<file path="src/rtl/req_decoder_arbiter.sv">
// Round-robin arbiter for four requesters sharing one 2x4 decoder select path.
// It drives a registered owner index, the decoder enable and a one-hot grant, and it force-releases the owner after MAX_HOLD cycles.
module req_decoder_arbiter #(
  parameter int unsigned MAX_HOLD = 8
) (
  input  logic       clk,
  input  logic       rst_n,
  input  logic [3:0] req,
  input  logic [3:0] done,
  output logic       gnt_en,
  output logic [1:0] gnt_id,
  output logic [3:0] grant,
  output logic       timeout
);

  localparam int unsigned CW = (MAX_HOLD > 1) ? $clog2(MAX_HOLD) : 1;
  localparam logic [CW-1:0] LIMIT = CW'(MAX_HOLD - 1);

  typedef enum logic {
    ST_IDLE,
    ST_GRANT
  } state_t;

  state_t        r_state, w_nxt_state;
  logic          r_gnt_en, w_nxt_en;
  logic [1:0]    r_gnt_id, w_nxt_id;
  logic [3:0]    r_grant, w_nxt_grant;
  logic          r_timeout, w_nxt_timeout;
  logic [1:0]    r_ptr, w_nxt_ptr;
  logic [CW-1:0] r_hold_cnt, w_nxt_hold;

  logic          w_found;
  logic [1:0]    w_win;
  logic [1:0]    w_idx;
  logic          w_release;

  // Search starts at ptr and wraps through the 2-bit index.
  always_comb begin
    w_found = 1'b0;
    w_win   = r_ptr;
    w_idx   = '0;
    for (int unsigned i = 0; i < 4; i++) begin
      w_idx = r_ptr + 2'(i);
      if (!w_found && req[w_idx]) begin
        w_found = 1'b1;
        w_win   = w_idx;
      end
    end
  end

  assign w_release = done[r_gnt_id] | ~req[r_gnt_id];

  always_comb begin
    w_nxt_state   = r_state;
    w_nxt_en      = r_gnt_en;
    w_nxt_id      = r_gnt_id;
    w_nxt_ptr     = r_ptr;
    w_nxt_hold    = r_hold_cnt;
    w_nxt_timeout = 1'b0;
    unique case (r_state)
      ST_IDLE: begin
        w_nxt_en = 1'b0;
        if (w_found) begin
          w_nxt_state = ST_GRANT;
          w_nxt_en    = 1'b1;
          w_nxt_id    = w_win;
          w_nxt_ptr   = w_win + 2'd1;
          w_nxt_hold  = '0;
        end
      end
      ST_GRANT: begin
        // A normal release takes precedence over the hold limit, so timeout stays low.
        if (w_release) begin
          w_nxt_state = ST_IDLE;
          w_nxt_en    = 1'b0;
        end else if (r_hold_cnt == LIMIT) begin
          w_nxt_state   = ST_IDLE;
          w_nxt_en      = 1'b0;
          w_nxt_timeout = 1'b1;
        end else begin
          w_nxt_hold = r_hold_cnt + CW'(1);
        end
      end
      default: begin
        w_nxt_state = ST_IDLE;
        w_nxt_en    = 1'b0;
      end
    endcase
    w_nxt_grant = w_nxt_en ? (4'b0001 << w_nxt_id) : '0;
  end

  always_ff @(posedge clk or negedge rst_n) begin
    if (!rst_n) begin
      r_state <= ST_IDLE;
    end else begin
      r_state <= w_nxt_state;
    end
  end

  always_ff @(posedge clk or negedge rst_n) begin
    if (!rst_n) begin
      r_gnt_en   <= 1'b0;
      r_gnt_id   <= '0;
      r_grant    <= '0;
      r_timeout  <= 1'b0;
      r_ptr      <= '0;
      r_hold_cnt <= '0;
    end else begin
      r_gnt_en   <= w_nxt_en;
      r_gnt_id   <= w_nxt_id;
      r_grant    <= w_nxt_grant;
      r_timeout  <= w_nxt_timeout;
      r_ptr      <= w_nxt_ptr;
      r_hold_cnt <= w_nxt_hold;
    end
  end

  assign gnt_en  = r_gnt_en;
  assign gnt_id  = r_gnt_id;
  assign grant   = r_grant;
  assign timeout = r_timeout;

endmodule

</file>
<file path="config.mk">
export PLATFORM = sky130hd
export DESIGN_NAME = req_decoder_arbiter
export DESIGN_NICKNAME = d
export VERILOG_FILES = /design/src/rtl/req_decoder_arbiter.sv
export SDC_FILE = /design/constraint.sdc
export NUM_CORES = 1
export LEC_CHECK = 0
export CAP_MARGIN = 20
export CORE_ASPECT_RATIO = 0.9
export CORE_MARGIN = 4
export CORE_UTILIZATION = 45
export DETAILED_ROUTE_END_ITERATION = 7
export PLACE_DENSITY = 0.73
export SLEW_MARGIN = 20
export SYNTH_ARGS = -nofsm -noshare
export SYNTH_HDL_FRONTEND = slang
export SYNTH_SLANG_ARGS = --single-unit
</file>
<file path="constraint.sdc">
create_clock -name clk -period 2.95 [get_ports clk]
set_input_delay 0.295 -clock clk [delete_from_list [all_inputs] [get_ports clk]]
set_output_delay 0.295 -clock clk [all_outputs]
set_load 0.01 [all_outputs]
</file>
==> summary.md, run 1 <==
| Metric | Value |
|---|---|
| Initial antenna violation count | `0` |
| Register bit count reported by yosys | `14` |
| Crit path depth | `5` |
| Worst R2R End | `r_hold_cnt[2]` |
| Setup-failing EPs final | `0` |
| FF-to-FF setup slack | `around 1200 ps` |
| Arr. time, crit path | `just over 2000 ps` |
| Setup TNS Final | `0 ps` |
| Vias | `around 660` |
| Hold Path Class | `in2async` |
| # nets final | `108` |
| Sink Count | `14` |
| Yosys warnings | `0` |
| Kind of critical path | `in2reg` |
| Clock Root Buffer | `clkbuf_4` |
| CP bufs+invs | `1` |
| Filler Cell Count | `approximately 150` |
| Unrepaired setup endpoints after global routing | `no` |
| Area contributors post-synth | `dfrtp_1 (43%), nor2b_1 (6.1%), nand2_1 (3.2%)` |
| Reg2reg path depth | `5` |
| Global Route met3 Usage | `approximately 5.5%` |
| Largest net degree at the start of global routing | `15` |
| CP peak stage delay | `approximately 550 ps` |
| CP startpoint | `req[3]` |
| Post-CTS Repair Setup Buffers | `0` |
| Initial DRC Count | `11` |
| Grt met2 use | `22.73%` |
| Critical-path top delay cell | `mux4_2` |
| Total of max-cap violations | `0` |
| Seq/Total Area, Yosys | `42.88%` |
| Netlist cell types | `36` |
| Leak | `approximately 0.44 nW` |
| Reg clk slew, reported paths | `~90 ps` |
| Die Ht | `a little under 50 µm` |
| CP required | `3130 ps` |
| Syn Area/Cell | `about 11 µm²` |
| GRT busiest layer | `met2` |
| H-tree levels | `1` |
| CP endpoint kind | `flip-flop` |
| DRT Wirelength | `approximately 1800 µm` |
| Power density over cell area | `882.7 nW/µm²` |
| Largest area contributor in the netlist | `dfrtp_1` |
| Largest delay contributor family on the critical path | `multiplexers` |
| Worst-case clock skew | `between 9 and 10 ps` |
| Crit path capture | `r_hold_cnt[2]` |
| CTS Buf Count | `3` |
| CTS Hold Buffers Added | `0` |
| Ant. Diodes | `0` |
| Post-Syn Area | `around 820 µm²` |
| Slew headroom | `about 58%` |
| Longest Clk Path Bufs | `2` |
| Worst-Margin Slew | `633.4 ps` |
| Total global-route track usage | `between 10% and 20%` |
| Max Freq | `540.4 MHz` |
| CTS tree | `built` |
| Reg2reg start | `r_hold_cnt[0]` |
| Most common flop cell mapped by yosys | `dfrtp_1` |
| # resized after CTS | `0` |
| 1st-pass router iterations | `4` |
| Status | `finished clean` |
| Yosys top cell area share | `about 43%` |
| Row Count | `14` |
| Syn nets | `slightly below 90` |
| Synth async-reset ratio | `between 90% and 100%` |
| Worst-Skew Late Latency | `290 ps` |
| Number of synthesized flops with an enable pin | `0` |
| Vias per cell | `5.555` |
| Synth cell count leaders | `dfrtp_1 (14), nor2b_1 (8), nand2_1 (7), inv_1 (4), and3_1 (3)` |
| Starting density of the core | `48.09%` |
| First-pass GRT wire length | `between 3000 and 4000 µm` |
| Met1 Use GR | `between 20% and 30%` |
| Most frequent cell after synthesis | `dfrtp_1` |
| GPL Wtd Cong | `around 0.74` |
| Max rail drop VDD | `a little under 600 µV` |
| DR WL/cell | `roughly 15 µm` |
| Core region area | `1699 µm²` |
| Area Growth Syn to Fin | `28.02%` |
| Crit path cell chain | `clkdlybuf4s50_1, nor2b_1, mux4_2, and3_1, a311o_1` |
| Post-layout min period | `1851 ps` |
| Cell count after synthesis | `76` |
| Final Hold Fails | `0` |
| I/O pins | `18` |
| CP Launch Type | `input pin` |
| Max-slew violations | `0` |
| Antenna Violating Nets Remaining | `0` |
| Fin crit share | `62.73%` |
| DPL Wire Length | `1357 µm` |
| Die W | `52.92 µm` |
| DRC viols | `0` |
| Layout cells sized above 1 | `between 15 and 20%` |
| Global route overflow | `0` |
| Crit Path Max Fanout | `8` |
| Util after Layout | `61.56%` |
| Die area | `between 2000 and 3000 µm²` |
| Vias in the first global route | `slightly below 700` |
| Buffers on Ports | `17` |
[layout by cell type (no fill, tap or decap), drive strengths merged, types with 2 or more instances in the layout]
cell           synthesis  layout
a311o                  2       2
and2                   2       2
and3                   3       3
clkbuf                 2       4
clkdlybuf4s50          0      17
dfrtp                 14      14
ha                     2       2
inv                    4       4
nand2                  7       7
nand2b                 2       2
nor2                   2       2
nor2b                  8       8
nor3                   3       3
nor3b                  2       2
nor4                   2       2
o21a                   2       2
o21ai                  2       2
[cell families after synthesis]
kind of cell | after synthesis | synth area share, %
flops | 14 | 42.88
simple gates | 35 | 28.03
compound gates | 18 | 20.52
fa+ha+maj | 2 | 3.062
buf+inv | 6 | 2.756
mux | 1 | 2.756
[metal layers]
layer	vias to the layer above	share of wire, %	routed length, µm
li1	322	-	-
met1	316	47	828
met2	18	44	778
met3	5	6.9	123
met4	0	2.3	40
met5	-	0	0
[worst min path at each step]
stage                       start             to  cells past startpoint
CTS                         rst_n  r_hold_cnt[2]                      1
floorplan                   rst_n         gnt_en                      0
global route                rst_n  r_hold_cnt[1]                      1
detailed placement  r_hold_cnt[1]  r_hold_cnt[1]                      1
global placement    r_hold_cnt[1]  r_hold_cnt[1]                      1
finish                      rst_n  r_hold_cnt[2]                      1
[metrics by stage]
| stage | std cells | hold WS [ps] | setup WS, ps | area (µm²) | total power [mW] |
|---|---|---|---|---|---|
| global placement | 115 | 549.9 | 813.6 | 1010 | 0.7783 |
| finish | 119 | 389.8 | 1099 | 1046 | 0.9233 |
| detailed placement | 115 | 541.5 | 792.2 | 1010 | 0.7864 |
| floorplan | 76 | -0.5911 | 1406 | 817.0 | 0.6196 |
| global route | 119 | 435.0 | 908.3 | 1046 | 0.9933 |
| CTS | 119 | 411.5 | 1103 | 1046 | 0.9283 |
[cell type report]
cell class / instances / area (µm²) / area share, %
Tap cell: 24 / 30.03 / 2.871
Clock buffer: 4 / 36.28 / 3.469
Inverter: 4 / 15.01 / 1.435
Sequential cell: 14 / 350.3 / 33.49
Timing Repair Buffer: 17 / 170.2 / 16.27
Multi-Input combinational cell: 56 / 444.2 / 42.46
[state kept, by name, summed over array words and instances, names as in the netlist]
| signal | cells |
|---|---|
| r_ptr | 2 |
| gnt_en | 1 |
| r_hold_cnt | 3 |
| r_state | 1 |
| gnt_id | 2 |
| grant | 4 |
| timeout | 1 |
[where the power goes]
group          internal (mW)  switching [mW]
Combinational          0.232           0.207
Clock                 0.0752          0.0651
Sequential             0.268          0.0761
Total                  0.575           0.348
[worst register-to-register path: cells and delay by family, from the launching register on]
kind                       cells  cell delay, ps
and+or+nand+nor                2             440
DFF                            1             420
adders and majority gates      2             410
AOI/OAI and AO/OA              1             370
Note: power is estimated with default switching activity, not from simulation.
==> run 2, diff against run 1 <==
==> constraint.sdc (replaced) <==
create_clock -name clk -period 1.9 [get_ports clk]
set_input_delay 0.19 -clock clk [delete_from_list [all_inputs] [get_ports clk]]
set_output_delay 0.19 -clock clk [all_outputs]
set_load 0.01 [all_outputs]
==> run 2 against run 1 <==
Total power is 60% higher. Sequential power is 51% higher. First-iteration DRC count increased by 82%. Worst setup slack worse by 970 ps. Routed wire length up 8.4%. Design area is 7.3% higher. Clock skew decreased by 7.0 ps. Die area unchanged. Clock power increased by 18%. Sequential share of layout area decreased by 2.3 points. Global-route usage is 2.3 points higher. Register-to-register slack lost 1000 ps. Critical endpoint is now grant[0].
==> summary.md, run 2 (synthesis results as in run 1) <==
| Metric | Value |
|---|---|
| Status | `finished clean` |
| DR WL/cell | `between 10 and 15 µm` |
| Most frequent cells in the layout | `clkdlybuf4s50_1 (17), dfrtp_1 (14), buf_4 (12)` |
| 1st-pass router iterations | `4` |
| Power density over cell area | `between 1000 and 1500 nW/µm²` |
| GRT busiest layer | `met2` |
| Worst-case clock skew | `2.239 ps` |
| CP Launch Type | `input pin` |
| Vias | `around 710` |
| Pre-CTS setup slack | `-139.8 ps` |
| Starting density of the core | `48.09%` |
| Pint | `0.9201 mW` |
| Initial antenna violation count | `0` |
| Hold Path Class | `in2async` |
| Layout cells sized above 1 | `between 20% and 30%` |
| Hold Worst Slack | `296.2 ps` |
| H-tree levels | `1` |
| Sink Count | `14` |
| Vias in the first global route | `slightly below 800` |
| DPL Wire Length | `about 1500 µm` |
| Ant. Diodes | `0` |
| # nets final | `120` |
| GPL Wtd Cong | `0.7365` |
| Overall power | `about 1.5 mW` |
| Kind of critical path | `in2reg` |
| Clock power share | `roughly 11%` |
| Max reg flops | `4` |
| Commonest non-fill, non-tap cell in the layout | `clkdlybuf4s50_1` |
| Longest Clk Path Bufs | `2` |
| Logic pwr share | `53.7%` |
| Switching power | `roughly 0.56 mW` |
| Register Area | `350.3 µm²` |
| Post-layout min period | `1773 ps` |
| # resized after CTS | `0` |
| CTS tree | `built` |
| Slew headroom | `just under 60%` |
| Grt met2 use | `approximately 29%` |
| Worst-Margin Slew | `618.5 ps` |
| Area Growth Syn to Fin | `37.37%` |
| Crit Path Max Fanout | `6` |
| Core region area | `1699 µm²` |
| Die Ht | `around 48 µm` |
| CP endpoint kind | `flip-flop` |
| Leak | `roughly 0.5 nW` |
| Setup-failing EPs final | `0` |
| Sw Ratio | `a little under two fifths` |
| CTS Hold Buffers Added | `0` |
| First-pass GRT wire length | `3498 µm` |
| Row Count | `14` |
| Setup TNS Final | `0 ps` |
| Max Freq | `564.2 MHz` |
| Reg clk slew, reported paths | `around 80 ps` |
| Largest net degree at the start of global routing | `15` |
| CTS Buf Count | `3` |
| Fin crit share | `93.29%` |
| Clock Root Buffer | `clkbuf_4` |
| Vias per cell | `approximately 5.4` |
| Initial DRC Count | `20` |
| Antenna Violating Nets Remaining | `0` |
| Buffers on Ports | `17` |
| DRT Wirelength | `~1900 µm` |
| Global route overflow | `0` |
| Arr. time, crit path | `~1900 ps` |
| Post-CTS Repair Setup Buffers | `0` |
| Max-slew violations | `0` |
| DRC viols | `0` |
| Die W | `between 50 and 60 µm` |
| I/O pins | `18` |
| Setup WS post-layout | `between 100 and 150 ps` |
| CP required | `roughly 2100 ps` |
| Unrepaired setup endpoints after global routing | `no` |
| Filler Cell Count | `~150` |
| Max rail drop VDD | `between 800 and 900 µV` |
| Total of max-cap violations | `0` |
| Total global-route track usage | `between 10% and 20%` |
| Met1 Use GR | `roughly 23%` |
| Die area | `between 2000 and 3000 µm²` |
| Worst-Skew Late Latency | `between 200 and 300 ps` |
| Final Hold Fails | `0` |
| Global Route met3 Usage | `under 10%` |
| Multi-input logic area | `around 440 µm²` |
| Sequential share of power | `between 30% and 40%` |
run 2: cell types whose count changed in the layout (fill, tap and decap cells not counted):
cell and change:
buf_4 +12, clkbuf_8 -1
run 2: power by group through the flow:
| stage | Clock (mW) | Sequential (mW) | Combinational, mW |
|---|---|---|---|
| 2_1_floorplan | 0 | 0.513 | 0.449 |
| 3_3_place_gp | 0 | 0.523 | 0.769 |
| 3_5_place_dp | 0 | 0.526 | 0.785 |
| 4_1_cts | 0.170 | 0.520 | 0.797 |
| 5_1_grt | 0.194 | 0.543 | 0.866 |
| 6_report | 0.165 | 0.518 | 0.792 |
run 2: stage by stage:
| stage | utilization, % | instances | area [µm²] |
|---|---|---|---|
| 2_1_floorplan | - | 76 | 817.0 |
| 3_3_place_gp | 64.73 | 127 | 1100 |
| 3_5_place_dp | 64.73 | 127 | 1100 |
| 4_1_cts | 66.05 | 130 | 1122 |
| 5_1_grt | 66.05 | 130 | 1122 |
| 6_report | 66.05 | 130 | 1122 |
run 2: metal layers:
layer,share of wire [%],wire [µm]
met1,43,832
met2,49,944
met3,7.4,142
met4,0,0
met5,0,0
run 2: critical path, stage by stage:
cell,delay [ps]
clkdlybuf4s50_1,590
nor4_2,80
buf_4,150
or2_4,250
o41a_4,510
inv_1,100
nor3_1,60
run 2: final timing paths:
| path | start | to | slack [ps] | cells after the start |
|---|---|---|---|---|
| setup / recovery | req[3] | grant[0] | 130 | 7 |
| hold / removal | rst_n | gnt_id[1] | 300 | 1 |
| setup reg to reg | r_hold_cnt[0] | r_hold_cnt[2] | 180 | 5 |
| hold reg to reg | r_ptr[0] | r_ptr[0] | 570 | 1 |
| max in group asynchronous | rst_n | grant[3] | 1200 | 1 |
| min in group clk | r_ptr[0] | r_ptr[0] | 570 | 1 |
run 2: layout make-up:
cell class                 instances  area share (%)
timing repair buffer              29           23.19
tap                               24           2.676
clock buffer                       3           2.007
inverter                           4           1.338
multi-input combinational         56           39.58
sequential                        14           31.22
==> run 3, diff against run 2 <==
--- a/config.mk
+++ b/config.mk
@@ -11,6 +11,7 @@
 export CORE_UTILIZATION = 45
 export DETAILED_ROUTE_END_ITERATION = 7
 export PLACE_DENSITY = 0.73
+export SKIP_LAST_GASP = 1
 export SLEW_MARGIN = 20
 export SYNTH_ARGS = -nofsm -noshare
 export SYNTH_HDL_FRONTEND = slang
==> results of run 3 <==
Same layout as run 2: the final DEF is identical, and so are final timing and power.
